<file path="src/rtl/branch_resolve_queue.sv">
// -----------------------------------------------------------------------------
// branch_resolve_queue
//
// In-order queue of in-flight predicted branches between the fetch-stage
// predictor and the execute stage. Entries {pc, predict_taken, target} are
// captured at fetch. The oldest entry is checked against the execute outcome,
// which produces a one-cycle resolve pulse for the predictor. A wrong
// prediction raises a one-cycle mispredict with the redirect PC and flushes
// every younger (wrong-path) entry.
//
// Optional feature macro: BRQ_STATS_EN
//   defined   : stat_branches / stat_mispredicts are saturating 16-bit counters
//   undefined : both stat ports are tied to 0
//
// Ports
//   clk, reset_n          clock (rising edge), async active-low reset
//   push_valid/_pc/_predict_taken/_target   fetch-side branch capture
//   push_ready            entry can be accepted this cycle (combinational)
//   ex_valid/_actual_taken/_target          execute outcome for the oldest entry
//   resolve, actual_taken registered one-cycle pulse to the predictor
//   mispredict            registered one-cycle flush/redirect pulse
//   redirect_pc           correct next PC, valid while mispredict=1, else held
//   count                 registered occupancy
//   stat_branches, stat_mispredicts         statistics (see macro above)
// -----------------------------------------------------------------------------
module branch_resolve_queue #(
    parameter int DEPTH = 4
) (
    input  logic                   clk,
    input  logic                   reset_n,
    input  logic                   push_valid,
    input  logic [31:0]            push_pc,
    input  logic                   push_predict_taken,
    input  logic [31:0]            push_target,
    output logic                   push_ready,
    input  logic                   ex_valid,
    input  logic                   ex_actual_taken,
    input  logic [31:0]            ex_target,
    output logic                   resolve,
    output logic                   actual_taken,
    output logic                   mispredict,
    output logic [31:0]            redirect_pc,
    output logic [$clog2(DEPTH):0] count,
    output logic [15:0]            stat_branches,
    output logic [15:0]            stat_mispredicts
);

    localparam int PW = $clog2(DEPTH);
    localparam int CW = PW + 1;

    typedef enum logic {
        RUN     = 1'b0,
        RECOVER = 1'b1
    } state_e;

    state_e        state_q, state_d;
    logic [PW-1:0] rd_q, rd_d;
    logic [PW-1:0] wr_q, wr_d;
    logic [CW-1:0] count_q, count_d;
    logic          resolve_q, resolve_d;
    logic          taken_q, taken_d;
    logic          mispredict_q, mispredict_d;
    logic [31:0]   redirect_q, redirect_d;

    // Entry storage.
    logic [31:0]   pc_mem  [DEPTH];
    logic          pt_mem  [DEPTH];
    logic [31:0]   tgt_mem [DEPTH];

    logic          push_acc;
    logic          pop;
    logic          wrong;
    logic          mis;
    logic [31:0]   next_pc;

    // Held low during reset so fetch never sees a ready queue while it is cleared.
    assign push_ready = reset_n && (state_q == RUN) && (count_q < CW'(DEPTH));
    assign push_acc   = push_valid && push_ready;

    // The queue is always empty in RECOVER, so the count test alone blocks pops there.
    assign pop = ex_valid && (count_q != '0) && (state_q == RUN);

    assign wrong = (pt_mem[rd_q] != ex_actual_taken) ||
                   (pt_mem[rd_q] && ex_actual_taken && (tgt_mem[rd_q] != ex_target));
    assign mis   = pop && wrong;

    // 32-bit add wraps naturally: 0xFFFFFFFC + 4 = 0.
    assign next_pc = ex_actual_taken ? ex_target : (pc_mem[rd_q] + 32'd4);

    // NOTE: every always_comb output gets a default first so no path can infer a latch.
    always_comb begin
        state_d      = RUN;
        rd_d         = rd_q;
        wr_d         = wr_q;
        count_d      = count_q;
        resolve_d    = pop;
        taken_d      = pop && ex_actual_taken;
        mispredict_d = mis;
        redirect_d   = redirect_q;

        if (mis) begin
            // Flush everything, including a push offered in this same cycle.
            state_d    = RECOVER;
            rd_d       = '0;
            wr_d       = '0;
            count_d    = '0;
            redirect_d = next_pc;
        end else begin
            if (push_acc) wr_d = wr_q + PW'(1);
            if (pop)      rd_d = rd_q + PW'(1);
            unique case ({push_acc, pop})
                2'b10:   count_d = count_q + CW'(1);
                2'b01:   count_d = count_q - CW'(1);
                default: count_d = count_q;
            endcase
        end
    end

    // NOTE: sequential state uses non-blocking assignments so every register samples pre-edge values.
    always_ff @(posedge clk or negedge reset_n) begin
        if (!reset_n) begin
            state_q      <= RUN;
            rd_q         <= '0;
            wr_q         <= '0;
            count_q      <= '0;
            resolve_q    <= 1'b0;
            taken_q      <= 1'b0;
            mispredict_q <= 1'b0;
            redirect_q   <= '0;
        end else begin
            state_q      <= state_d;
            rd_q         <= rd_d;
            wr_q         <= wr_d;
            count_q      <= count_d;
            resolve_q    <= resolve_d;
            taken_q      <= taken_d;
            mispredict_q <= mispredict_d;
            redirect_q   <= redirect_d;
        end
    end

    // NOTE: entry storage is deliberately not reset; count/pointers guard every read.
    always_ff @(posedge clk) begin
        if (push_acc) begin
            pc_mem[wr_q]  <= push_pc;
            pt_mem[wr_q]  <= push_predict_taken;
            tgt_mem[wr_q] <= push_target;
        end
    end

    assign resolve      = resolve_q;
    assign actual_taken = taken_q;
    assign mispredict   = mispredict_q;
    assign redirect_pc  = redirect_q;
    assign count        = count_q;

`ifdef BRQ_STATS_EN
    logic [15:0] stat_br_q;
    logic [15:0] stat_mis_q;

    // Saturating counters, updated on the same edge that registers resolve.
    always_ff @(posedge clk or negedge reset_n) begin
        if (!reset_n) begin
            stat_br_q  <= '0;
            stat_mis_q <= '0;
        end else begin
            if (pop && (stat_br_q != 16'hFFFF))  stat_br_q  <= stat_br_q + 16'd1;
            if (mis && (stat_mis_q != 16'hFFFF)) stat_mis_q <= stat_mis_q + 16'd1;
        end
    end

    assign stat_branches    = stat_br_q;
    assign stat_mispredicts = stat_mis_q;
`else
    assign stat_branches    = 16'h0000;
    assign stat_mispredicts = 16'h0000;
`endif

endmodule

</file>
<file path="config.mk">
export PLATFORM = sky130hd
export DESIGN_NAME = branch_resolve_queue
export DESIGN_NICKNAME = d
export VERILOG_FILES = /design/src/rtl/branch_resolve_queue.sv
export SDC_FILE = /design/constraint.sdc
export NUM_CORES = 1
export LEC_CHECK = 0
export ABC_AREA = 0
export BUFFER_PORTS_ARGS = -buffer_cell sky130_fd_sc_hd__buf_2
export CORE_UTILIZATION = 55
export CTS_BUF_LIST = sky130_fd_sc_hd__clkbuf_4 sky130_fd_sc_hd__clkbuf_8
export CTS_CLUSTER_SIZE = 24
export DETAILED_ROUTE_END_ITERATION = 8
export GPL_ROUTABILITY_DRIVEN = 0
export HOLD_SLACK_MARGIN = 0.1
export PLACE_DENSITY = 0.89
export SLEW_MARGIN = 10
export SYNTH_ARGS = -nofsm -noshare
export SYNTH_HDL_FRONTEND = slang
export SYNTH_SLANG_ARGS = --single-unit
</file>
<file path="constraint.sdc">
create_clock -name clk -period 3.4 [get_ports clk]
set_clock_uncertainty 0.15 [all_clocks]
set_input_delay 1.02 -clock clk [delete_from_list [all_inputs] [get_ports clk]]
set_output_delay 1.02 -clock clk [all_outputs]
set_load 0.05 [all_outputs]
</file>
# Word level (Yosys, flattened, before mapping)
# Memory sizes are Yosys's and may differ from the RTL's.
# Cells that the tools add are included.
# classes
n_addsub	5
magnitude_cmp	1
eq_ne	4
muxes	10
bitwise	1
n_reduce_logical	14
# op_table
operator	n
adder 32 x 3 -> 32 bit (second input constant)	1
two-way mux 32 bit	1
!= test 32 bit	1
logical AND 1 bit	9
two-way mux 2 bit	4
case mux 3 bit (2 select lines)	1
nonzero test 3 bit	2
adder 2 x 1 -> 2 bit (second input constant)	2
nonzero test 2 bit	2
adder 3 x 1 -> 3 bit (second input constant)	1
less-than comparator 3 bit (second input constant)	1
two-way mux 1 bit	3
two-way mux 3 bit	1
subtractor 3 x 1 -> 3 bit (second input constant)	1
equality test 2 x 1 -> 1 bit (second input constant)	1
equality test 2 bit (second input constant)	1
logical OR 1 bit	1
!= test 1 bit	1
inverter 1 bit	1
# totals
register_bits	43
ram_bits	260
output_inout_bits	71
word_cells	46
memories	3
# mem_list
memory	depth	width	read_ports	rd_ports_with_merged_regs	write_ports	line_no	source
pc_mem	4	32	1	0	1	66	logic [31:0] pc_mem [DEPTH];
tgt_mem	4	32	1	0	1	68	logic [31:0] tgt_mem [DEPTH];
pt_mem	4	1	1	0	1	67	logic pt_mem [DEPTH];

# Depth between registers and ports, before layout
# depth
word_depth	7
mapped_depth	12

# Least setup slack after synthesis
# Ideal clock, no wire load.
# synth_path
path_kind	input port to flip-flop
startpoint	input port reset_n
endpoint	memory pc_mem[0][0], enable pin
arrival_time_ns	4.088
required_time_ns	2.820
slack_ns	-1.269
cell_stages	2
n_path_buf	0
path_cell_list	nor3b_1 > and3_1
# synth_via
elab_chain_cells	5
# synth_rtl
element	line_no	source
from (decl)	30	input logic reset_n,
logical AND 1 bit (2 in series)	77	assign push_ready = reset_n && (state_q == RUN) && (count_q < CW'(DEPTH));
logical AND 1 bit	78	assign push_acc = push_valid && push_ready;
two-way mux 1 bit	144	if (push_acc) begin
two-way mux 1 bit (implied by the code)	145	pc_mem[wr_q] <= push_pc;
to (decl)	66	
# No other way between the ends.

# Final worst setup path
# layout_path
startpoint	register rd_q[0]
endpoint	register redirect_q[31] (netlist: redirect_pc[31])
# layout_via
elab_chain_cells	5
elab_cells_between_ends	11
# layout_rtl
element	line_no	source
from (decl)	57	logic [PW-1:0] rd_q, rd_d;
from (signal assigned)	132	rd_q <= rd_d;
branches (longest 5 deep; another with memory (4 x 32 bit))	-	
to (signal assigned)	138	redirect_q <= redirect_d;
to (decl)	63	logic [31:0] redirect_q, redirect_d;
# Several ways; the timed one is not identified.
# A chain may end at the register's enable or synchronous reset.

==> impl_metrics.json <==
{
  "initialDrtViolationCount": 542,
  "syn_area_um2": 12900,
  "cts-htree-levels": 2,
  "fp.dieW_um": 155,
  "cts_inserted_buffers": 45,
  "pwr-share-seq_pct": 41.0,
  "detail_route.vias_per_cell": 5.63,
  "critical_path.startpoint_type": "flip-flop",
  "synthDominantCellAreaShare_pct": 60.6,
  "root_buffer": "clkbuf_8",
  "power.share.clock_pct": 24.9,
  "port_buffers": 140,
  "n_fill_cell": 1482,
  "yosysWarningCount": 0,
  "post_route_cells_drive_above_1_share_pct": 37.3,
  "start_util_pct": 56.5,
  "clock_insertion_delay_worst_skew_ns": 0.56,
  "worst_slew_pin_slew_ns": 0.600,
  "hold_violations": 0,
  "worstPathMaxFanout": 17,
  "cap_violations": 0,
  "drt_first_pass_iters": 5,
  "max_slew_headroom_pct": 59.4,
  "max_stage_delay_ns": 0.53,
  "power.net_switching_mw": 3.97,
  "die-area_um2": 24000,
  "area_growth_pct": 15.4,
  "y_dimension_of_the_die_um": 155,
  "grt_first_pass_wirelength_um": 41800,
  "finish.net_count": 996,
  "syn_avg_cell_area_um2": 18.4,
  "final_core_util_pct": 65.2,
  "drcViolationCount": 0,
  "cpMostUsedCell": "buf_12",
  "async_flop_share_pct": 13.9,
  "yosys_register_bits": 302,
  "critical_path.slowest_cell": "mux4_2",
  "syn_inst": 700,
  "power_switching_share_pct": 33.8,
  "critical_path.cell_chain": "buf_12, buf_4, mux4_2, xnor2_1, nand4_1, nor4_2, a21boi_2, o21ai_4, buf_12, mux2_2",
  "cts-hold-fix-buffers": 0,
  "outcome": "finished, final reports clean",
  "min_path_type": "reg2reg",
  "clock_tree.buffer_depth": 3,
  "clkTransAtPathRegs_ns": 0.06,
  "yosys.cell_count.top_type": "edfxtp_1",
  "cts.sink_count": 302,
  "static-leakage-power_nw": 5.44,
  "grt.overflow.total": 0,
  "final_setup_violations": 0,
  "finalHoldWorstSlack_ns": 0.358,
  "hpwlAfterDp_um": 19400,
  "yosysSeqAreaShare_pct": 68.8,
  "synth_largest_area_cell": "edfxtp_1",
  "worst_ep_arrival_time_ns": 3.62,
  "grt_usage_pct": 24.0,
  "end_kind": "flip-flop",
  "core_um2": 22800,
  "p_int_mw": 7.77,
  "worst-endpoint-required_ns": 3.68,
  "power.combinational.fraction_pct": 34.1,
  "wl_um": 28000,
  "antenna_violating_nets_post_route": 0,
  "pwr_density_cell_nw_per_um2": 791,
  "first_global_vias": 7077,
  "period_minus_slack_ns": 3.34,
  "synth.cells.most_frequent": "260 x edfxtp_1, 54 x xnor2_1, 50 x mux4_2",
  "setup.worst_path.class": "reg2reg",
  "period_share_pct": 98.2,
  "achievable-frequency_ghz": 0.299,
  "grt_start_max_net_pins": 55,
  "synth.area.top_cells": "edfxtp_1 61%, mux4_2 8.7%, dfrtp_1 8.2%",
  "synth-edff-count": 260,
  "wl_per_cell_um": 22.6,
  "ir_drop_mv": 0.576,
  "io_pins": 173,
  "rows": 55,
  "slew_viol_final": 0,
  "route.vias.total": 6975,
  "synth_cell_type_count": 49,
  "grt_antenna_before_repair": 9,
  "tritoncts": "done",
  "ys_dominant_reg_cell": "edfxtp_1"
}
-- cells in the final DEF (no fill, tap or decap), types with 6 or more instances in the layout --
cell type / instances
edfxtp_1: 260
buf_2: 140
xnor2_1: 54
clkbuf_8: 51
mux4_2: 50
nand2_1: 42
dfrtp_1: 40
conb_1: 32
mux2_4: 25
o21ai_0: 23
buf_4: 23
clkbuf_4: 19
mux4_1: 15
nor2_1: 13
inv_1: 12
nand4_1: 12
a21oi_1: 10
mux2i_1: 9
xor2_1: 7
nand3_1: 7
clkinv_1: 6
nor3_1: 6
ha_1: 6
buf_12: 6
-- critical path, delay by kind of cell (launching register included) --
| family | cells | cell delay, ns |
|---|---|---|
| AOI/OAI and AO/OA | 2 | 0.36 |
| xor gates and xnor gates | 1 | 0.22 |
| buffers and inverters | 3 | 0.56 |
| DFF | 1 | 0.49 |
| muxes | 2 | 0.89 |
| and+or+nand+nor | 2 | 0.54 |
-- flip-flops by register name (all words and copies together), names as in the netlist --
| signal | cells |
|---|---|
| rd_q | 2 |
| actual_taken | 1 |
| pc_mem | 128 |
| pt_mem | 4 |
| mispredict | 1 |
| wr_q | 2 |
| redirect_pc | 32 |
| count | 3 |
| tgt_mem | 128 |
| resolve | 1 |
-- stage by stage --
| step | cell area (um^2) | TNS, ns | setup slack (ns) | total power, mW | cells |
|---|---|---|---|---|---|
| detailed placement | 13900 | 0 | 0.0582 | 8.89 | 1152 |
| global placement | 13900 | 0 | 0.144 | 8.76 | 1152 |
| global route | 14800 | -0.000845 | -0.000845 | 12.2 | 1236 |
| finish | 14900 | 0 | 0.0602 | 11.7 | 1240 |
| CTS | 14800 | 0 | 0.0260 | 11.8 | 1234 |
| floorplan | 13000 | 0 | 0.0302 | 7.90 | 731 |
-- path summary, 6_finish.rpt --
path / start / depth (start not counted) / to / slack (ns)
max in group asynchronous: reset_n / 2 / rd_q[0] / 2.23
setup / recovery: rd_q[0] / 10 / redirect_pc[31] / 0.06
setup reg to reg: rd_q[0] / 10 / redirect_pc[31] / 0.06
hold / removal: redirect_pc[17] / 1 / redirect_pc[17] / 0.36
min in group asynchronous: reset_n / 2 / redirect_pc[9] / 0.43
hold reg to reg: redirect_pc[17] / 1 / redirect_pc[17] / 0.36
-- routing by layer --
metal	up-vias	global-route usage, %	wire length (um)
met5	-	0	60
met4	8	8.53	842
met3	71	7.02	2470
met2	318	38.9	13700
met1	3517	31.0	10900
li1	3061	-	-
-- final cells by class --
type / instances / area [um^2] / area share (%)
flip-flops and latches: 302 / 8860 / 59.7
clock inverters: 12 / 67.6 / 0.455
inverters: 14 / 52.6 / 0.354
multi-input cells: 355 / 3630 / 24.4
well taps: 313 / 392 / 2.64
clock buffers: 70 / 845 / 5.68
diodes: 5 / 12.5 / 0.0842
repair buffers: 169 / 993 / 6.69
-- power by group through the flow --
stage | combinational, mW | sequential (mW) | clock (mW)
global route | 4.24 | 4.86 | 3.12
finish | 4.01 | 4.81 | 2.92
CTS | 4.01 | 4.82 | 2.96
global placement | 3.90 | 4.86 | 0
floorplan | 2.35 | 5.55 | 0
detailed placement | 4.00 | 4.89 | 0
-- repair_timing --
item	CTS	global route
gates resized for setup	0	1
buffers inserted	0	1
setup endpoints to repair	0	28
-- logic make-up (layout without fill, tap and decap cells) --
family,after synthesis,count (layout),share of synthesized area [%]
fa+ha+maj,7,7,0.739
simple gates,112,112,4.64
other cells,1,37,0.0291
buf+inv,74,265,4.03
mux,104,104,15.9
xor+xnor,61,61,4.15
compound gates,39,39,1.76
flops,302,302,68.8
Note: power is estimated with default switching activity, not from simulation.
